===== config.mk =====
export PLATFORM = sky130hd
export DESIGN_NAME = game_controller
export DESIGN_NICKNAME = d
export VERILOG_FILES = /design/src/rtl/game_pkg.sv /design/src/rtl/btn_sync_edge.sv /design/src/rtl/game_controller.sv
export SDC_FILE = /design/constraint.sdc
export NUM_CORES = 1
export LEC_CHECK = 0
export BUFFER_PORTS_ARGS = -buffer_cell sky130_fd_sc_hd__buf_2
export CAP_MARGIN = 20
export CORE_ASPECT_RATIO = 1.75
export CORE_MARGIN = 2
export CORE_UTILIZATION = 45
export DETAILED_ROUTE_END_ITERATION = 6
export REMOVE_ABC_BUFFERS = 1
export SKIP_CTS_REPAIR_TIMING = 1
export SLEW_MARGIN = 20
export SYNTH_ARGS = -nofsm -noshare
export SYNTH_HDL_FRONTEND = slang
export SYNTH_SLANG_ARGS = --single-unit

===== constraint.sdc =====
create_clock -name pclk -period 2.75 [get_ports pclk]
set_input_delay 0.275 -clock pclk [delete_from_list [all_inputs] [get_ports pclk]]
set_output_delay 0.275 -clock pclk [all_outputs]
set_load 0.1 [all_outputs]

===== src/rtl/game_pkg.sv =====
// Shared definitions for the game sequencer and the stages that follow its state.
// The textbox stage selects its message from the same state encoding.
package game_pkg;

   localparam int LVL_W_DEF = 4;

   typedef enum logic [2:0] {
      GS_IDLE    = 3'd0,
      GS_PLAY    = 3'd1,
      GS_CLEAR   = 3'd2,
      GS_RESPAWN = 3'd3,
      GS_OVER    = 3'd4,
      GS_WIN     = 3'd5
   } game_state_e;

endpackage


===== src/rtl/btn_sync_edge.sv =====
// Two-flop synchroniser for an asynchronous button, followed by a registered
// rising-edge detector: one single-cycle pulse per press, however long it is held.
module btn_sync_edge (
   input  logic clk_i,
   input  logic rst_ni,
   input  logic btn_i,
   output logic pulse_o
);

   logic meta_q;
   logic sync_q;
   logic sync_prev_q;
   logic pulse_q;

   always_ff @(posedge clk_i) begin
      if (!rst_ni) begin
         meta_q      <= 1'b0;
         sync_q      <= 1'b0;
         sync_prev_q <= 1'b0;
         pulse_q     <= 1'b0;
      end else begin
         meta_q      <= btn_i;
         sync_q      <= meta_q;
         sync_prev_q <= sync_q;
         pulse_q     <= sync_q & ~sync_prev_q;
      end
   end

   assign pulse_o = pulse_q;

endmodule


===== src/rtl/game_controller.sv =====
// Game sequencer: owns state, level and lives, times pauses in frames, and drives
// freeze / level_load to the background, ship, enemies and textbox stages.
module game_controller
   import game_pkg::*;
#(
   parameter int MAX_LEVEL    = 4,
   parameter int LIVES        = 3,
   parameter int PAUSE_FRAMES = 120,
   parameter int LVL_W        = LVL_W_DEF
) (
   input  logic             pclk,
   input  logic             rst,
   input  logic             vblnk_in,
   input  logic             start_btn,
   input  logic             level_clear,
   input  logic             ship_hit,
   output logic [2:0]       state_out,
   output logic [LVL_W-1:0] level_out,
   output logic [2:0]       lives_out,
   output logic             freeze,
   output logic             level_load
);

   localparam logic [LVL_W-1:0] MAX_LVL_C = LVL_W'(MAX_LEVEL);
   localparam logic [LVL_W-1:0] LVL_ONE_C = LVL_W'(1);
   localparam logic [2:0]       LIVES_C   = 3'(LIVES);
   localparam logic [7:0]       PAUSE_C   = 8'(PAUSE_FRAMES);

   logic             start_p;
   logic             vblnk_q;
   logic             frame_tick;
   game_state_e      state_q;
   logic [LVL_W-1:0] level_q;
   logic [2:0]       lives_q;
   logic [7:0]       cnt_q;
   logic             freeze_q;
   logic             load_q;

   btn_sync_edge u_start_sync (
      .clk_i   (pclk),
      .rst_ni  (rst),
      .btn_i   (start_btn),
      .pulse_o (start_p)
   );

   always_ff @(posedge pclk) begin
      if (!rst) vblnk_q <= 1'b0;
      else      vblnk_q <= vblnk_in;
   end

   assign frame_tick = vblnk_in & ~vblnk_q;

   // freeze_q and load_q are set alongside every state_q update so they line up with it.
   always_ff @(posedge pclk) begin
      if (!rst) begin
         state_q  <= GS_IDLE;
         level_q  <= '0;
         lives_q  <= '0;
         cnt_q    <= '0;
         freeze_q <= 1'b1;
         load_q   <= 1'b0;
      end else begin
         load_q <= 1'b0;
         case (state_q)
            GS_IDLE: begin
               if (start_p) begin
                  state_q  <= GS_PLAY;
                  level_q  <= LVL_ONE_C;
                  lives_q  <= LIVES_C;
                  freeze_q <= 1'b0;
                  load_q   <= 1'b1;
               end
            end
            GS_PLAY: begin
               // A hit takes priority over a simultaneous clear.
               if (ship_hit) begin
                  cnt_q    <= PAUSE_C;
                  freeze_q <= 1'b1;
                  if (lives_q <= 3'd1) begin
                     state_q <= GS_OVER;
                     lives_q <= '0;
                  end else begin
                     state_q <= GS_RESPAWN;
                     lives_q <= lives_q - 3'd1;
                  end
               end else if (level_clear) begin
                  cnt_q    <= PAUSE_C;
                  freeze_q <= 1'b1;
                  state_q  <= (level_q >= MAX_LVL_C) ? GS_WIN : GS_CLEAR;
               end
            end
            GS_CLEAR, GS_RESPAWN: begin
               if (frame_tick) begin
                  if (cnt_q <= 8'd1) begin
                     state_q  <= GS_PLAY;
                     freeze_q <= 1'b0;
                     load_q   <= 1'b1;
                     if (state_q == GS_CLEAR && level_q < MAX_LVL_C)
                        level_q <= level_q + LVL_ONE_C;
                  end else begin
                     cnt_q <= cnt_q - 8'd1;
                  end
               end
            end
            GS_OVER, GS_WIN: begin
               if (start_p && cnt_q == 8'd0) begin
                  state_q <= GS_IDLE;
                  level_q <= '0;
                  lives_q <= '0;
               end else if (frame_tick && cnt_q != 8'd0) begin
                  cnt_q <= cnt_q - 8'd1;
               end
            end
            default: begin
               state_q  <= GS_IDLE;
               level_q  <= '0;
               lives_q  <= '0;
               freeze_q <= 1'b1;
            end
         endcase
      end
   end

   assign state_out  = state_q;
   assign level_out  = level_q;
   assign lives_out  = lives_q;
   assign freeze     = freeze_q;
   assign level_load = load_q;

endmodule


==> results.json <==
{
  "path_buf_inv": 1,
  "rows": 26,
  "ys_ff_latch": 25,
  "drv_cap": 0,
  "cpPeakStageDelay_ps": 420,
  "drc_errors": 0,
  "top_usage_layer": "met2",
  "synth_ff_type": "dfxtp_1",
  "viasPerCell": 5.865,
  "total_power_mw": 1.526,
  "diodes": 0,
  "hold_class": "in2reg",
  "synth_top_area_cell": "dfxtp_1",
  "skew_ps": 2.077,
  "globalRouteMet3Util_pct": 2.558,
  "end_kind": "flip-flop",
  "finalCriticalPeriod_ps": 2183,
  "worst_pin_slew_ps": 576.4,
  "yosysUniqueCellTypes": 43,
  "syn_area_um2": 1400,
  "yosysTopAreaCellShare_pct": 35.75,
  "grt_pass1_vias": 1285,
  "final-max-slew-violation-count": 0,
  "start_util_pct": 47.30,
  "hold_violations": 0,
  "clock_sinks": 25,
  "grt_usage_pct": 20.92,
  "drive_gt1_share_pct": 15.96,
  "die_height_um": 77.79,
  "grt-ovfl-total": 0,
  "vias": 1349,
  "wirelength_mm": 3.407,
  "grt_max_degree": 19,
  "setup_viol": 0,
  "h-tree-depth": 1,
  "power.density_nw_per_um2": 973.5,
  "ys_seq_area_share_pct": 35.75,
  "hpwl_mm": 2.670,
  "synthTopCellsByArea": "dfxtp_1 (36%), nor2_1 (7.0%), ha_1 (4.5%), nand2_1 (4.0%), a21oi_1 (3.6%)",
  "port_buffers": 17,
  "utilization_pct": 52.96,
  "tns_ps": 0,
  "antenna_found_initial": 0,
  "worstPathMaxFanout": 8,
  "gp_congestion": 0.8602,
  "dieArea_um2": 3591,
  "grt_pass1_wl_mm": 5.706,
  "cp.arrival_ps": 2340,
  "avgSynthCellArea_um2": 8.188,
  "crit_chain": "inv_1 > ha_1 > or2_2 > a31oi_2 > a211o_1 > a21oi_1 > a311oi_1",
  "ant_nets": 0,
  "cp_slowest_cell": "dfxtp_1",
  "nNetsFinal": 200,
  "cts_buffers": 3,
  "worstSetupPathType": "reg2reg",
  "core-area_um2": 2960,
  "area_growth_pct": 11.97,
  "worst_path_dominant_cell_family": "compound AO/OA/AOI/OAI gates",
  "die_w_um": 46.17,
  "relSlewSlack_pct": 61.43,
  "synth-edff-count": 0,
  "drt-wirelength-per-cell_um": 14.81,
  "period_share_pct": 79.38,
  "io_pins": 18,
  "worstSkewPairLatency_ps": 270,
  "p_leak_nw": 0.6265,
  "start_kind": "flip-flop",
  "firstDrtPassIters": 4,
  "ir_drop_uv": 542.0,
  "synthCells": 171,
  "async_flop_share_pct": 0,
  "path_clk_slew_ps": 80,
  "max_clock_freq_mhz": 458.1,
  "ys_warn_count": 0,
  "ctsRootBufferMaster": "clkbuf_8",
  "cts.path.max_buffers": 2,
  "use_met2_pct": 36.39,
  "grt_use_met1_pct": 23.85,
  "cp.required_ps": 2910,
  "status": "finished, final reports clean",
  "rsz0062_at_grt": "false",
  "drtIter0Drc": 48,
  "cts_tree": "built",
  "whs_ps": 208.9
}
report_power, final:
part           total [mW]  internal [mW]  switching, mW
Clock               0.216          0.104          0.113
Combinational       0.800          0.234          0.566
Sequential          0.509          0.420         0.0896
Total                1.53          0.758          0.768
metal layers:
| metal | up-vias | part of all wire, % |
|---|---|---|
| li1 | 666 | - |
| met1 | 638 | 40 |
| met2 | 36 | 55 |
| met3 | 9 | 2.6 |
| met4 | 0 | 2.5 |
| met5 | - | 0 |
cells by family (layout without fill, tap and decap cells):
family                     after synthesis  count (layout)  synth area share, %
and+or+nand+nor                         74              74                27.88
AOI/OAI and AO/OA                       53              53                27.70
DFF                                     25              25                35.75
buffers and inverters                   13              30                3.485
adders and majority gates                5               5                4.468
muxes                                    1               1               0.7150
worst paths after layout:
path                             from                    to  slack [ps]  cells past startpoint
max                          cnt_q[0]              cnt_q[5]         570                      7
min                         start_btn   u_start_sync.meta_q         210                      2
max reg2reg                  cnt_q[0]              cnt_q[5]         570                      7
min reg2reg  u_start_sync.sync_prev_q  u_start_sync.pulse_o         400                      1
worst register-to-register path: stages, from the launching register on:
cell      delay [ps]
dfxtp_1          420
inv_1             70
ha_1             290
or2_2            360
a31oi_2          270
a211o_1          270
a21oi_1          100
a311oi_1         300
per-stage QoR:
| stage | cell area (µm²) | instances | setup WS, ps |
|---|---|---|---|
| floorplan | 1385 | 167 | 343.3 |
| global placement | 1523 | 226 | 713.3 |
| detailed placement | 1523 | 226 | 584.7 |
| CTS | 1568 | 230 | 567.0 |
| global route | 1568 | 230 | 474.6 |
| finish | 1568 | 230 | 567.2 |
layout by cell type, fill, tap and decap left out, types with 4 or more instances in the layout:
| cell | count |
|---|---|
| a21oi_1 | 10 |
| and2_1 | 5 |
| buf_2 | 17 |
| dfxtp_1 | 25 |
| ha_1 | 5 |
| inv_1 | 8 |
| nand2_1 | 15 |
| nand2b_1 | 5 |
| nor2_1 | 26 |
| nor2b_1 | 4 |
| nor3_1 | 4 |
| o211ai_1 | 5 |
| o21ai_0 | 10 |
cell type report:
type	instances	area (µm²)
tap	42	52.55
fill	298	1393
inverter	9	33.78
multi-input combinational	133	850.8
sequential	25	500.5
clock buffer	4	45.04
timing repair buffer	17	85.08
state kept, by name (all words and copies together) (netlist names):
name and cells:
cnt_q 8, freeze 1, level_load 1, level_out 4
lives_out 3, state_out 3, u_start_sync.meta_q 1, u_start_sync.pulse_o 1
u_start_sync.sync_prev_q 1, u_start_sync.sync_q 1, vblnk_q 1
cell usage after synthesis, types with 2 or more instances:
master and count:
a2bb2oi_1 2, ha_1 5, clkbuf_1 4, a21oi_1 10, nand2_1 15, o21ai_0 10, inv_1 8, nor3_1 4
nor2_1 26, a31oi_1 3, a211oi_1 3, dfxtp_1 25, nand4_1 3, a41oi_1 2, nand2b_1 5, and2_1 5
nor2b_1 4, o211ai_1 5, or3_1 3, a311oi_1 3, o31ai_1 3, o22ai_1 2
Note: power is estimated with default switching activity, not from simulation.
